`src/rtl/scan_test_ctrl_if.sv`:
```
// ----------------------------------------------------------------------------
// scan_test_ctrl_if
//   Bundles the test request and result bus of scan_test_ctrl together with the
//   three scan pins it shares with the datapath chain.
//
//   Request : start, vec_in, exp_in, mask_in
//   Chain   : m (mode, 1 = shift), sdi (serial in), sdo (serial out)
//   Result  : busy, done, pass, captured, fail_count
//
//   slave  : the controller side (drives m/sdi and the results)
//   master : requester plus chain side (drives the request and sdo)
// ----------------------------------------------------------------------------
interface scan_test_ctrl_if #(
    parameter int CHAIN_LEN = 3,
    parameter int CNT_W     = 8
);
    logic                 start;
    logic [CHAIN_LEN-1:0] vec_in;
    logic [CHAIN_LEN-1:0] exp_in;
    logic [CHAIN_LEN-1:0] mask_in;
    logic                 sdo;
    logic                 m;
    logic                 sdi;
    logic                 busy;
    logic                 done;
    logic                 pass;
    logic [CHAIN_LEN-1:0] captured;
    logic [CNT_W-1:0]     fail_count;

    modport slave (
        input  start, vec_in, exp_in, mask_in, sdo,
        output m, sdi, busy, done, pass, captured, fail_count
    );

    modport master (
        output start, vec_in, exp_in, mask_in, sdo,
        input  m, sdi, busy, done, pass, captured, fail_count
    );
endinterface

```
`src/rtl/scan_test_ctrl.sv`:
```
// ----------------------------------------------------------------------------
// scan_test_ctrl
//   Runs one structural test of a scan chain per start request:
//   shift a stimulus in (m=1), one functional capture (m=0), shift the
//   captured state out with zero fill, then compare against a masked
//   expected vector. Chain position 0 is the SDI side, CHAIN_LEN-1 the SDO
//   side, so the last-position bit is shifted in first and appears on sdo
//   first when unloading.
//
//   Ports:
//     clk  - clock, rising edge
//     rst  - asynchronous reset, active low
//     bus  - scan_test_ctrl_if.slave (request, scan pins, results)
//
//   All outputs are registered. A run takes 2*CHAIN_LEN+2 cycles from the
//   accepting edge to the done pulse; start is only looked at in IDLE.
// ----------------------------------------------------------------------------
module scan_test_ctrl #(
    parameter int CHAIN_LEN = 3,
    parameter int CNT_W     = 8
) (
    input  logic               clk,
    input  logic               rst,
    scan_test_ctrl_if.slave    bus
);

    localparam int K_W = (CHAIN_LEN > 2) ? $clog2(CHAIN_LEN) : 1;
    localparam logic [K_W-1:0] K_LAST = K_W'(CHAIN_LEN - 1);

    typedef enum logic [2:0] {
        IDLE,
        SHIFT_IN,
        CAPTURE,
        SHIFT_OUT,
        DONE
    } state_t;

    state_t               state;
    logic [K_W-1:0]       k;
    logic [CHAIN_LEN-1:0] vec_q;
    logic [CHAIN_LEN-1:0] exp_q;
    logic [CHAIN_LEN-1:0] mask_q;
    logic [CHAIN_LEN-1:0] cap_q;
    logic [CNT_W-1:0]     fail_q;
    logic                 m_q;
    logic                 sdi_q;
    logic                 busy_q;
    logic                 done_q;
    logic                 pass_q;

    // Bit index helpers: the stream runs from position CHAIN_LEN-1 down to 0.
    logic [K_W-1:0]       k_nx;
    logic [K_W-1:0]       in_idx;
    logic [K_W-1:0]       out_idx;
    logic [CHAIN_LEN-1:0] cap_next;
    logic                 pass_next;

    assign k_nx    = k + K_W'(1);
    assign in_idx  = K_LAST - k_nx;   // bit driven on sdi during the next cycle
    assign out_idx = K_LAST - k;      // bit arriving on sdo at this edge

    // The compare in the last SHIFT_OUT cycle needs the final bit too, so it
    // works on the register value as it will be after this edge.
    always_comb begin
        cap_next          = cap_q;
        cap_next[out_idx] = bus.sdo;
    end

    assign pass_next = (((cap_next ^ exp_q) & mask_q) == '0);

    always_ff @(posedge clk or negedge rst) begin
        if (!rst) begin
            state  <= IDLE;
            k      <= '0;
            vec_q  <= '0;
            exp_q  <= '0;
            mask_q <= '0;
            cap_q  <= '0;
            fail_q <= '0;
            m_q    <= 1'b0;
            sdi_q  <= 1'b0;
            busy_q <= 1'b0;
            done_q <= 1'b0;
            pass_q <= 1'b0;
        end else begin
            done_q <= 1'b0;
            case (state)
                IDLE: begin
                    m_q   <= 1'b0;
                    sdi_q <= 1'b0;
                    if (bus.start) begin
                        vec_q  <= bus.vec_in;
                        exp_q  <= bus.exp_in;
                        mask_q <= bus.mask_in;
                        k      <= '0;
                        // First shift cycle starts right away with the
                        // last-position bit already on sdi.
                        m_q    <= 1'b1;
                        sdi_q  <= bus.vec_in[CHAIN_LEN-1];
                        busy_q <= 1'b1;
                        state  <= SHIFT_IN;
                    end
                end
                SHIFT_IN: begin
                    if (k == K_LAST) begin
                        m_q   <= 1'b0;
                        sdi_q <= 1'b0;
                        state <= CAPTURE;
                    end else begin
                        k     <= k_nx;
                        sdi_q <= vec_q[in_idx];
                    end
                end
                CAPTURE: begin
                    k     <= '0;
                    m_q   <= 1'b1;
                    sdi_q <= 1'b0;
                    state <= SHIFT_OUT;
                end
                SHIFT_OUT: begin
                    cap_q <= cap_next;
                    if (k == K_LAST) begin
                        m_q    <= 1'b0;
                        done_q <= 1'b1;
                        pass_q <= pass_next;
                        if (!pass_next && (fail_q != '1))
                            fail_q <= fail_q + CNT_W'(1);
                        state  <= DONE;
                    end else begin
                        k <= k_nx;
                    end
                end
                DONE: begin
                    busy_q <= 1'b0;
                    state  <= IDLE;
                end
                default: state <= IDLE;
            endcase
        end
    end

    assign bus.m          = m_q;
    assign bus.sdi        = sdi_q;
    assign bus.busy       = busy_q;
    assign bus.done       = done_q;
    assign bus.pass       = pass_q;
    assign bus.captured   = cap_q;
    assign bus.fail_count = fail_q;

endmodule

```
`src/flat_wrapper.sv`:
```
// flat-port wrapper written by rule: the top's interface ports become plain ports
module scan_test_ctrl_flat 
#(
    parameter int CHAIN_LEN = 3,
    parameter int CNT_W     = 8
)
  (clk, rst, bus_start, bus_vec_in, bus_exp_in, bus_mask_in, bus_sdo, bus_m, bus_sdi, bus_busy, bus_done, bus_pass, bus_captured, bus_fail_count);
  scan_test_ctrl_if #(.CHAIN_LEN(CHAIN_LEN), .CNT_W(CNT_W)) bus_i ();
  input  logic clk;
  input  logic rst;
  input wire logic [$bits(bus_i.start)-1:0] bus_start;
  input wire logic [$bits(bus_i.vec_in)-1:0] bus_vec_in;
  input wire logic [$bits(bus_i.exp_in)-1:0] bus_exp_in;
  input wire logic [$bits(bus_i.mask_in)-1:0] bus_mask_in;
  input wire logic [$bits(bus_i.sdo)-1:0] bus_sdo;
  output wire logic [$bits(bus_i.m)-1:0] bus_m;
  output wire logic [$bits(bus_i.sdi)-1:0] bus_sdi;
  output wire logic [$bits(bus_i.busy)-1:0] bus_busy;
  output wire logic [$bits(bus_i.done)-1:0] bus_done;
  output wire logic [$bits(bus_i.pass)-1:0] bus_pass;
  output wire logic [$bits(bus_i.captured)-1:0] bus_captured;
  output wire logic [$bits(bus_i.fail_count)-1:0] bus_fail_count;
  assign bus_i.start = bus_start;
  assign bus_i.vec_in = bus_vec_in;
  assign bus_i.exp_in = bus_exp_in;
  assign bus_i.mask_in = bus_mask_in;
  assign bus_i.sdo = bus_sdo;
  assign bus_m = bus_i.m;
  assign bus_sdi = bus_i.sdi;
  assign bus_busy = bus_i.busy;
  assign bus_done = bus_i.done;
  assign bus_pass = bus_i.pass;
  assign bus_captured = bus_i.captured;
  assign bus_fail_count = bus_i.fail_count;
  scan_test_ctrl #(.CHAIN_LEN(CHAIN_LEN), .CNT_W(CNT_W)) u_core (.clk(clk), .rst(rst), .bus(bus_i));
endmodule
```
`config.mk`:
```
export PLATFORM = sky130hd
export DESIGN_NAME = scan_test_ctrl_flat
export DESIGN_NICKNAME = d
export VERILOG_FILES = /design/src/rtl/scan_test_ctrl_if.sv /design/src/rtl/scan_test_ctrl.sv /design/src/flat_wrapper.sv
export SDC_FILE = /design/constraint.sdc
export NUM_CORES = 1
export LEC_CHECK = 0
export CORE_AREA = 2 2 57 59
export CTS_CLUSTER_SIZE = 20
export DETAILED_ROUTE_END_ITERATION = 10
export DIE_AREA = 0 0 59 61
export PLACE_DENSITY = 0.75
export SLEW_MARGIN = 40
export SYNTH_ARGS = -nofsm -noshare
export SYNTH_HDL_FRONTEND = slang
export SYNTH_SLANG_ARGS = --single-unit
```
`constraint.sdc`:
```
create_clock -name clk -period 2.45 [get_ports clk]
set_input_delay 0.6125 -clock clk [delete_from_list [all_inputs] [get_ports clk]]
set_output_delay 0.6125 -clock clk [all_outputs]
set_load 0.005 [all_outputs]
```
Word level (Yosys, flattened, before mapping)
Cells that the tools add are included.

$add $sub $neg: 4. Magnitude comparators: 3. Equality and inequality tests: 11. Multiplexer cells: 22. Bitwise logic cells: 2. Reductions and logical operators: 16.

Operator list (count): case mux 3 bit (4 select lines) (1); 2-to-1 mux 1 bit (9); 2-to-1 mux 3 bit (3); AND reduction 3 bit (3); adder 8 x 1 -> 8 bit (second input constant) (1); != test 8 bit (second input constant) (1); AND reduction 2 bit (4); equality test 3 x 2 -> 1 bit (second input constant) (2); logical NOT 3 bit (2); < comparator 2 x 3 -> 1 bit (second input constant) (2); != test 2 x 1 -> 1 bit (second input constant) (3); case mux 1 bit (3 select lines) (2); case mux 2 bit (3 select lines) (1); nonzero test 3 bit (2); 2-to-1 mux 2 bit (2); != test 2 bit (second input constant) (2); subtractor 2 bit (first input constant) (2); bitwise AND 3 bit (1); bitwise mux 3 bit (1); equality test 3 x 1 -> 1 bit (second input constant) (1); equality test 3 bit (second input constant) (1); bitwise XOR 3 bit (1); adder 2 x 1 -> 2 bit (second input constant) (1); binary-select mux 1 bit (select 2 bit) (1); other kinds (8) (9).

Register bits after elaboration: 30. Input port bits: 13. Output and inout bits: 16. Word-level logic and storage cells: 70.

Longest topological paths before layout
Gate-level depths: netlist (run 1).

Word-level depth: 12. Mapped depth: 8. Mapped depth without buffers: 8.

Worst setup path before layout (run 1)
No wires, ideal clock.

Path type: register -> register. From: reg u_core.k[0]. To: reg u_core.fail_q[1] (netlist: u_core.bus.fail_count[1]). Setup time: 0.125 ns. Arrival: 1.788 ns. Required time: 2.325 ns. Slack: 0.537 ns. Cell stages (with the launch flop): 7. Buffers on the path: 0. Period minus slack after synthesis: 1.913 ns. Cells stage by stage: dfrtp_1 -> inv_1 -> ha_1 -> mux2i_1 -> mux2i_1 -> o31ai_4 -> mux2_4.

Longest elaborated chain between the ends: 12. Elaborated cells on any way between the ends: 14. Those cells by class: add/sub: 1; order compare: 2; eq/ne: 1; mux: 3; bitwise: 2; reduce/logical: 5.

RTL lines: start: declaration (line scan_test_ctrl.sv:39) `logic [K_W-1:0] k;`; start signal: assignment (line scan_test_ctrl.sv:110) `k <= k_nx;`; start signal: assignment (line scan_test_ctrl.sv:130) `k <= k_nx;`; subtractor 2 bit (line scan_test_ctrl.sv:60) `assign out_idx = K_LAST - k;`; < comparator 2 x 3 -> 1 bit (implied by the code) or greater-or-equal comparator 2 x 1 -> 1 bit (tied branches) (line scan_test_ctrl.sv:66) `cap_next[out_idx] = bus.sdo;`; logical AND 1 bit (implied by the code) (line scan_test_ctrl.sv:66); 2-to-1 mux 1 bit (implied by the code) (line scan_test_ctrl.sv:66); demux 1 bit (select 2 bit); bitwise mux 3 bit (line scan_test_ctrl.sv:66); bitwise XOR 3 bit (line scan_test_ctrl.sv:69) `assign pass_next = (((cap_next ^ exp_q) & mask_q) == '0);`; bitwise AND 3 bit (line scan_test_ctrl.sv:69); logical NOT 3 bit (line scan_test_ctrl.sv:69); logical NOT 1 bit (line scan_test_ctrl.sv:126) `if (!pass_next && (fail_q != '1))`; logical AND 1 bit (line scan_test_ctrl.sv:126); AND reduction 3 bit (no source line) *; end signal: assignment (line scan_test_ctrl.sv:127) `fail_q <= fail_q + CNT_W'(1);`; end: declaration (line scan_test_ctrl.sv:44) `logic [CNT_W-1:0] fail_q;`.

Every way passes the cells marked *; elsewhere a longest branch is shown, timed or not. A chain may end at the register's enable or synchronous reset.

Final worst setup path (run 1)
Ends and elaborated chain as after synthesis.

==> flow_metrics.env, run 1 <==
export IMPL_syn_nets=143
export IMPL_vias=996
export IMPL_grt_max_degree=31
export IMPL_clkTransAtPathRegs_ns=0.09
export IMPL_numPortBuffers=28
export IMPL_synth_seq_area_share=0.5268
export IMPL_dieArea_mm2=0.003599
export IMPL_cts_tree="built"
export IMPL_setup_viol=0
export IMPL_yosys_warnings=0
export IMPL_dpl_cell_area_mm2=0.001740
export IMPL_num_nets_final=176
export IMPL_critPathSlowestCell="o31ai_4"
export IMPL_design_area_mm2=0.001800
export IMPL_die_x_um=59
export IMPL_grt_overflow=0
export IMPL_p_seq_frac=0.437
export IMPL_io_pins=29
export IMPL_worst_path_max_fanout=8
export IMPL_post_cts_buffers=0
export IMPL_powerDensity_mw_per_mm2=1084
export IMPL_worstSkewPairLatency_ns=0.33
export IMPL_grt_use_total=0.1683
export IMPL_fin_skew_ns=0.006466
export IMPL_wl_per_cell_um=12.99
export IMPL_slew_violations=0
export IMPL_setup_worst_path_start_class="register"
export IMPL_routed_wl_um=2495
export IMPL_outcome="finished clean"
export IMPL_cts_repair_resized=0
export IMPL_synth_seq_cells=30
export IMPL_vias_per_cell=5.188
export IMPL_drtIter0Drc=15
export IMPL_crit_path_cell_trace="inv_1 -> ha_1 -> mux2i_1 -> mux2i_1 -> o31ai_4 -> mux2_4"
export IMPL_antenna_found_initial=0
export IMPL_period_needed_ns=2.074
export IMPL_rows=20
export IMPL_cts_path_max_buffers=2
export IMPL_pwr_share_clk=0.156
export IMPL_synth_xor_area_frac=0.04917
export IMPL_leakagePower_uw=0.0008235
export IMPL_internal_power_uw=1276
export IMPL_max_freq_ghz=0.4821
export IMPL_gp_congestion=0.7967
export IMPL_hold_viol=0
export IMPL_critPathKind="reg -> reg"
export IMPL_crit_family="multiplexers"
export IMPL_core_area_mm2=0.002953
export IMPL_finalNonFillerCells=192
export IMPL_ys_types=29
export IMPL_grt_pass1_vias=953
export IMPL_max_slew_margin=0.6939
export IMPL_synthAdderAreaFrac=0.04390
export IMPL_sw_frac_of_total=0.3462
export IMPL_maxCapViolCount=0
export IMPL_die_h_um=61
export IMPL_synth_mux_area_frac=0.1475
export IMPL_placed_cells=184
export IMPL_tns_ns=0
export IMPL_n_antenna_cell=0
export IMPL_synthSimpleGateAreaFrac=0.1203
export IMPL_syn_avg_cell_area_um2=11.40
export IMPL_hpwl_um=1865
export IMPL_combPwrFrac=0.407
export IMPL_drive_gt1_frac=0.1509
export IMPL_root_buffer="clkbuf_4"
export IMPL_rsz0062_at_grt="no"
export IMPL_cts_sinks=30
export IMPL_cts_max_level=2
export IMPL_grt_pass1_wl_um=4340
export IMPL_ant_nets=0
export IMPL_critPathMaxStageDelay_ns=0.48
export IMPL_hold_path_class="reg -> reg"
export IMPL_firstDrtPassIters=4
export IMPL_synth_compound_gate_area_share=0.08165
export IMPL_synth_top_family_by_area="multiplexers"
export IMPL_syn_area_mm2=0.001425
export IMPL_worst_pin_slew_ns=0.4586
export IMPL_netSwitchingPower_uw=675.9
export IMPL_worst_path_buf_inv=1
export IMPL_critPathCaptureType="register"
export IMPL_synthCells=125
export IMPL_cts_inserted_buffers=5
export IMPL_drc=0
export IMPL_holdBufCountCts=0
export IMPL_cp_common_cell="mux2i_1"
export IMPL_start_util=0.4826
export IMPL_fin_util=0.6097
export IMPL_vdd_drop_max_mv=0.5795
export IMPL_post_route_period_util=0.8467
export IMPL_critPathArrivalTime_ns=2.30
export IMPL_area_growth_pct=26.34
export IMPL_cp_data_required_time_ns=2.67
==> stage by stage <==
stage | hold slack [ns] | total power (uW) | setup WS (ns)
2_1_floorplan | 0.3169 | 1370 | 0.5372
3_3_place_gp | 0.4843 | 1634 | 0.09495
3_5_place_dp | 0.4923 | 1670 | 0.02076
4_1_cts | 0.5126 | 1983 | 0.3458
5_1_grt | 0.5448 | 2118 | 0.2596
6_report | 0.5096 | 1952 | 0.3756
==> worst min-delay path, stage by stage, from the launching register on <==
cell and delay, ns:
dfrtp_1 0.37, nand2_1 0.06, o41ai_1 0.05
==> layout by cell type (no fill, tap or decap) <==
master	instances
ha_1	5
o31ai_1	2
clkbuf_4	5
o31ai_4	1
nor2b_1	2
nand4b_1	1
clkbuf_8	1
nand3_1	2
nor3_2	1
xnor2_1	1
xor2_1	7
nand2_1	15
nor2_2	1
clkbuf_1	1
buf_4	1
mux2_4	1
clkdlybuf4s50_1	28
nor3_1	2
o31a_1	1
mux2_2	12
dfrtp_1	30
a21oi_1	4
nand2b_1	4
mux2i_1	6
and3_1	1
nor2_1	7
o41ai_1	1
a31oi_1	1
a2111oi_0	1
o21ai_0	3
inv_1	8
o22ai_1	2
clkinv_2	1
==> power by group through the flow <==
stage	Clock [uW]	Sequential, uW	Combinational (uW)
6_report	305	853	795
3_5_place_dp	0	865	805
5_1_grt	345	887	886
2_1_floorplan	0	801	569
4_1_cts	318	856	809
3_3_place_gp	0	855	779
==> state kept, by name (all words and copies together), names as in the netlist, 2 cells and up <==
| signal | cells |
|---|---|
| u_core.bus.captured | 3 |
| u_core.bus.fail_count | 8 |
| u_core.state | 3 |
| u_core.vec_q | 3 |
| u_core.exp_q | 3 |
| u_core.k | 2 |
| u_core.mask_q | 3 |
==> path summary, 6_finish.rpt <==
check                      depth (start not counted)             from                       end  slack (ns)
setup / recovery                                   6      u_core.k[0]  u_core.bus.fail_count[1]        0.38
hold / removal                                     2  u_core.bus.pass           u_core.bus.pass        0.51
setup reg to reg                                   6      u_core.k[0]  u_core.bus.fail_count[1]        0.38
hold reg to reg                                    2  u_core.bus.pass           u_core.bus.pass        0.51
max in group asynchronous                          2              rst           u_core.vec_q[2]        1.51
min in group asynchronous                          2              rst           u_core.state[1]        0.65
==> kinds of logic after synthesis <==
kind of cell	after synthesis
AND/OR/NAND/NOR	36
flip-flops	30
multiplexers	19
AO/OA/AOI/OAI	16
buffers and inverters	11
XOR/XNOR	8
adder cells (fa/ha/maj)	5
==> synthesized netlist by cell type <==
cell type | count | area, um2
ha_1 | 5 | 62.56
nand2_1 | 15 | 56.30
nor2_2 | 1 | 6.260
o22ai_1 | 2 | 12.51
nand3_1 | 2 | 10.01
nand2b_1 | 4 | 25.02
mux2_2 | 12 | 135.1
nor2b_1 | 2 | 12.51
nor3_1 | 2 | 10.01
mux2i_1 | 6 | 60.06
clkbuf_1 | 1 | 3.750
nand4b_1 | 1 | 8.760
xnor2_1 | 1 | 8.760
o31ai_4 | 1 | 21.27
a31oi_1 | 1 | 6.260
dfrtp_1 | 30 | 750.7
mux2_4 | 1 | 15.01
o41ai_1 | 1 | 8.760
and3_1 | 1 | 6.260
o21ai_0 | 3 | 15.01
buf_2 | 2 | 10.01
a2111oi_0 | 1 | 8.760
a21oi_1 | 4 | 20.02
nor3_2 | 1 | 10.01
inv_1 | 8 | 30.03
o31a_1 | 1 | 8.760
xor2_1 | 7 | 61.31
nor2_1 | 7 | 26.28
o31ai_1 | 2 | 15.01
==> layer usage <==
metal  GRT usage  wire (um)
met2      0.2619       1167
met5           0          0
met3     0.07889        131
met4     0.05844         26
met1      0.2070       1169
==> layout make-up <==
class                           count  area (um2)
Sequential cell                    30       750.7
Multi-Input combinational cell     84       630.6
Fill cell                         255        1152
Inverter                            8       30.03
Timing Repair Buffer               29       287.8
Tap cell                           33       41.29
Clock buffer                        7       55.05
Clock inverter                      1       5.005
(Power assumes the default switching activity.)
==> run 2, diff against run 1 <==
Clock period 2.45 ns to 2.1 ns, I/O delays scaled along.
==> run 2 against run 1 <==
Against the previous run:
- combinational power rose by 42%
- core utilization increased by 2.7 points
- clock power about the same
- critical path depth is 1 higher
- non-clock buffer count up 8
- critical endpoint is now u_core.bus.fail_count[7]
==> flow_metrics.env, run 2 (same netlist as run 1, synthesis figures left out) <==
export IMPL_outcome="finished clean"
export IMPL_wl_met2_um=1288
export IMPL_final_cell_mix="30 x dfrtp_1, 28 x clkdlybuf4s50_1, 15 x nand2_1, 12 x mux2_2, 9 x buf_4"
export IMPL_cts_tree="built"
export IMPL_worstSkewPairLatency_ns=0.33
export IMPL_crit_family="buffers and inverters"
export IMPL_post_route_period_util=0.9644
export IMPL_grt_overflow=0
export IMPL_dieArea_mm2=0.003599
export IMPL_power_uw=2418
export IMPL_routed_wl_um=2629
export IMPL_grt_pass1_wl_um=4388
export IMPL_critPathKind="in -> reg"
export IMPL_powerDensity_mw_per_mm2=1286
export IMPL_worst_pin_slew_ns=0.4346
export IMPL_cts_max_level=2
export IMPL_nFillCells=250
export IMPL_multi_input_comb_area_um2=665.6
export IMPL_fin_skew_ns=0.007480
export IMPL_rsz0062_at_grt="no"
export IMPL_ant_nets=0
export IMPL_num_nets_final=184
export IMPL_die_h_um=61
export IMPL_core_area_mm2=0.002953
export IMPL_cts_sinks=30
export IMPL_clkTransAtPathRegs_ns=0.08
export IMPL_internal_power_uw=1579
export IMPL_slew_violations=0
export IMPL_numPortBuffers=28
export IMPL_critPathArrivalTime_ns=2.27
export IMPL_combPwrFrac=0.465
export IMPL_vias=1030
export IMPL_cts_inserted_buffers=5
export IMPL_period_needed_ns=2.025
export IMPL_firstDrtPassIters=4
export IMPL_maxCapViolCount=0
export IMPL_root_buffer="clkbuf_4"
export IMPL_setup_viol=0
export IMPL_netSwitchingPower_uw=839.3
export IMPL_fin_util=0.6369
export IMPL_drc=0
export IMPL_vdd_drop_max_mv=0.6810
export IMPL_antenna_found_initial=0
export IMPL_tns_ns=0
export IMPL_hpwl_um=1903
export IMPL_critPathMaxStageDelay_ns=0.53
export IMPL_critPathCaptureType="register"
export IMPL_max_slew_margin=0.7027
export IMPL_m1WireLength_um=1151
export IMPL_vias_per_cell=5.176
export IMPL_regArea_um2=750.7
export IMPL_drtIter0Drc=28
export IMPL_met3RoutedLength_um=138
export IMPL_worst_path_buf_inv=2
export IMPL_die_x_um=59
export IMPL_cts_path_max_buffers=2
export IMPL_worst_path_max_fanout=7
export IMPL_grt_use_total=0.1704
export IMPL_pwr_share_clk=0.127
export IMPL_sw_frac_of_total=0.3471
export IMPL_largest_register_ffs=8
export IMPL_p_seq_frac=0.408
export IMPL_start_util=0.4826
export IMPL_critPathSlowestCell="clkdlybuf4s50_1"
export IMPL_top_layer="met4"
export IMPL_fin_hold_ws_ns=0.5050
export IMPL_leakagePower_uw=0.0008472
export IMPL_grt_max_degree=31
export IMPL_area_growth_pct=31.96
export IMPL_hold_viol=0
export IMPL_crit_path_cell_trace="clkdlybuf4s50_1 -> mux2i_1 -> mux2i_2 -> o31ai_4 -> buf_4 -> nor3_2 -> xor2_1"
export IMPL_grt_pass1_vias=987
export IMPL_mostFrequentLayoutCell="dfrtp_1"
export IMPL_io_pins=29
export IMPL_hold_path_class="reg -> reg"
export IMPL_setup_worst_path_start_class="input port"
export IMPL_rows=20
export IMPL_gp_congestion=0.7978
export IMPL_max_freq_ghz=0.4938
export IMPL_wl_per_cell_um=13.21
export IMPL_cp_data_required_time_ns=2.35
export IMPL_n_antenna_cell=0
export IMPL_drive_gt1_frac=0.2289
## run 2: cell types whose count changed in the layout (fill, tap and decap cells not counted), moves of 2 or more
cell	delta
ha_1	-2
mux2i_1	-4
buf_4	+8
mux2i_2	+4
## run 2: what timing repair did
action | CTS | global route
resized for setup | 0 | 9
setup buffers | 0 | 1
hold buffers | 0 | 0
endpoints found under the hold margin | 0 | 0
endpoints found under the setup margin | 0 | 6
## run 2: cell type report
cell class / count / area share
clock buffer: 7 / 0.02395
inverter: 8 / 0.01597
multi-input combinational: 84 / 0.3540
sequential: 30 / 0.3992
tap: 33 / 0.02196
timing repair buffer: 37 / 0.1850
## run 2: power groups by stage
stage	sequential (uW)	combinational, uW	clock, uW
floorplan	935	663	0
global placement	978	1000	0
detailed placement	991	1030	0
CTS	980	1040	320
global route	1020	1250	345
finish	986	1130	307
## run 2: path summary, 6_finish.rpt
path / end / slack, ns / depth (start not counted) / start
worst max register to register: u_core.bus.fail_count[7] / 0.08 / 8 / u_core.k[0]
worst min register to register: u_core.bus.pass / 0.50 / 2 / u_core.bus.pass
worst max-delay path: u_core.bus.fail_count[7] / 0.07 / 7 / bus_sdo
worst min-delay path: u_core.bus.pass / 0.50 / 2 / u_core.bus.pass
min in group asynchronous: u_core.bus.busy / 0.58 / 2 / rst
max in group asynchronous: u_core.bus.fail_count[2] / 1.24 / 2 / rst
## run 2: per-stage QoR
step | cells | area (um2) | setup WS [ns]
floorplan | 125 | 1425 | 0.1872
global placement | 191 | 1793 | -0.1482
detailed placement | 191 | 1793 | -0.2703
CTS | 198 | 1838 | 0.02674
global route | 199 | 1881 | 0.009378
finish | 199 | 1881 | 0.07478
## run 2: worst min-delay path, cell delays in order, from the launching register on
cell	delay (ns)
dfrtp_1	0.37
nand2_1	0.06
o41ai_1	0.05
## run 2: layer usage
layer  GRT usage  up-vias
li1            -      509
met1      0.2209      490
met2      0.2540       24
met3     0.06610        7
met4     0.07792        0
met5           0        -
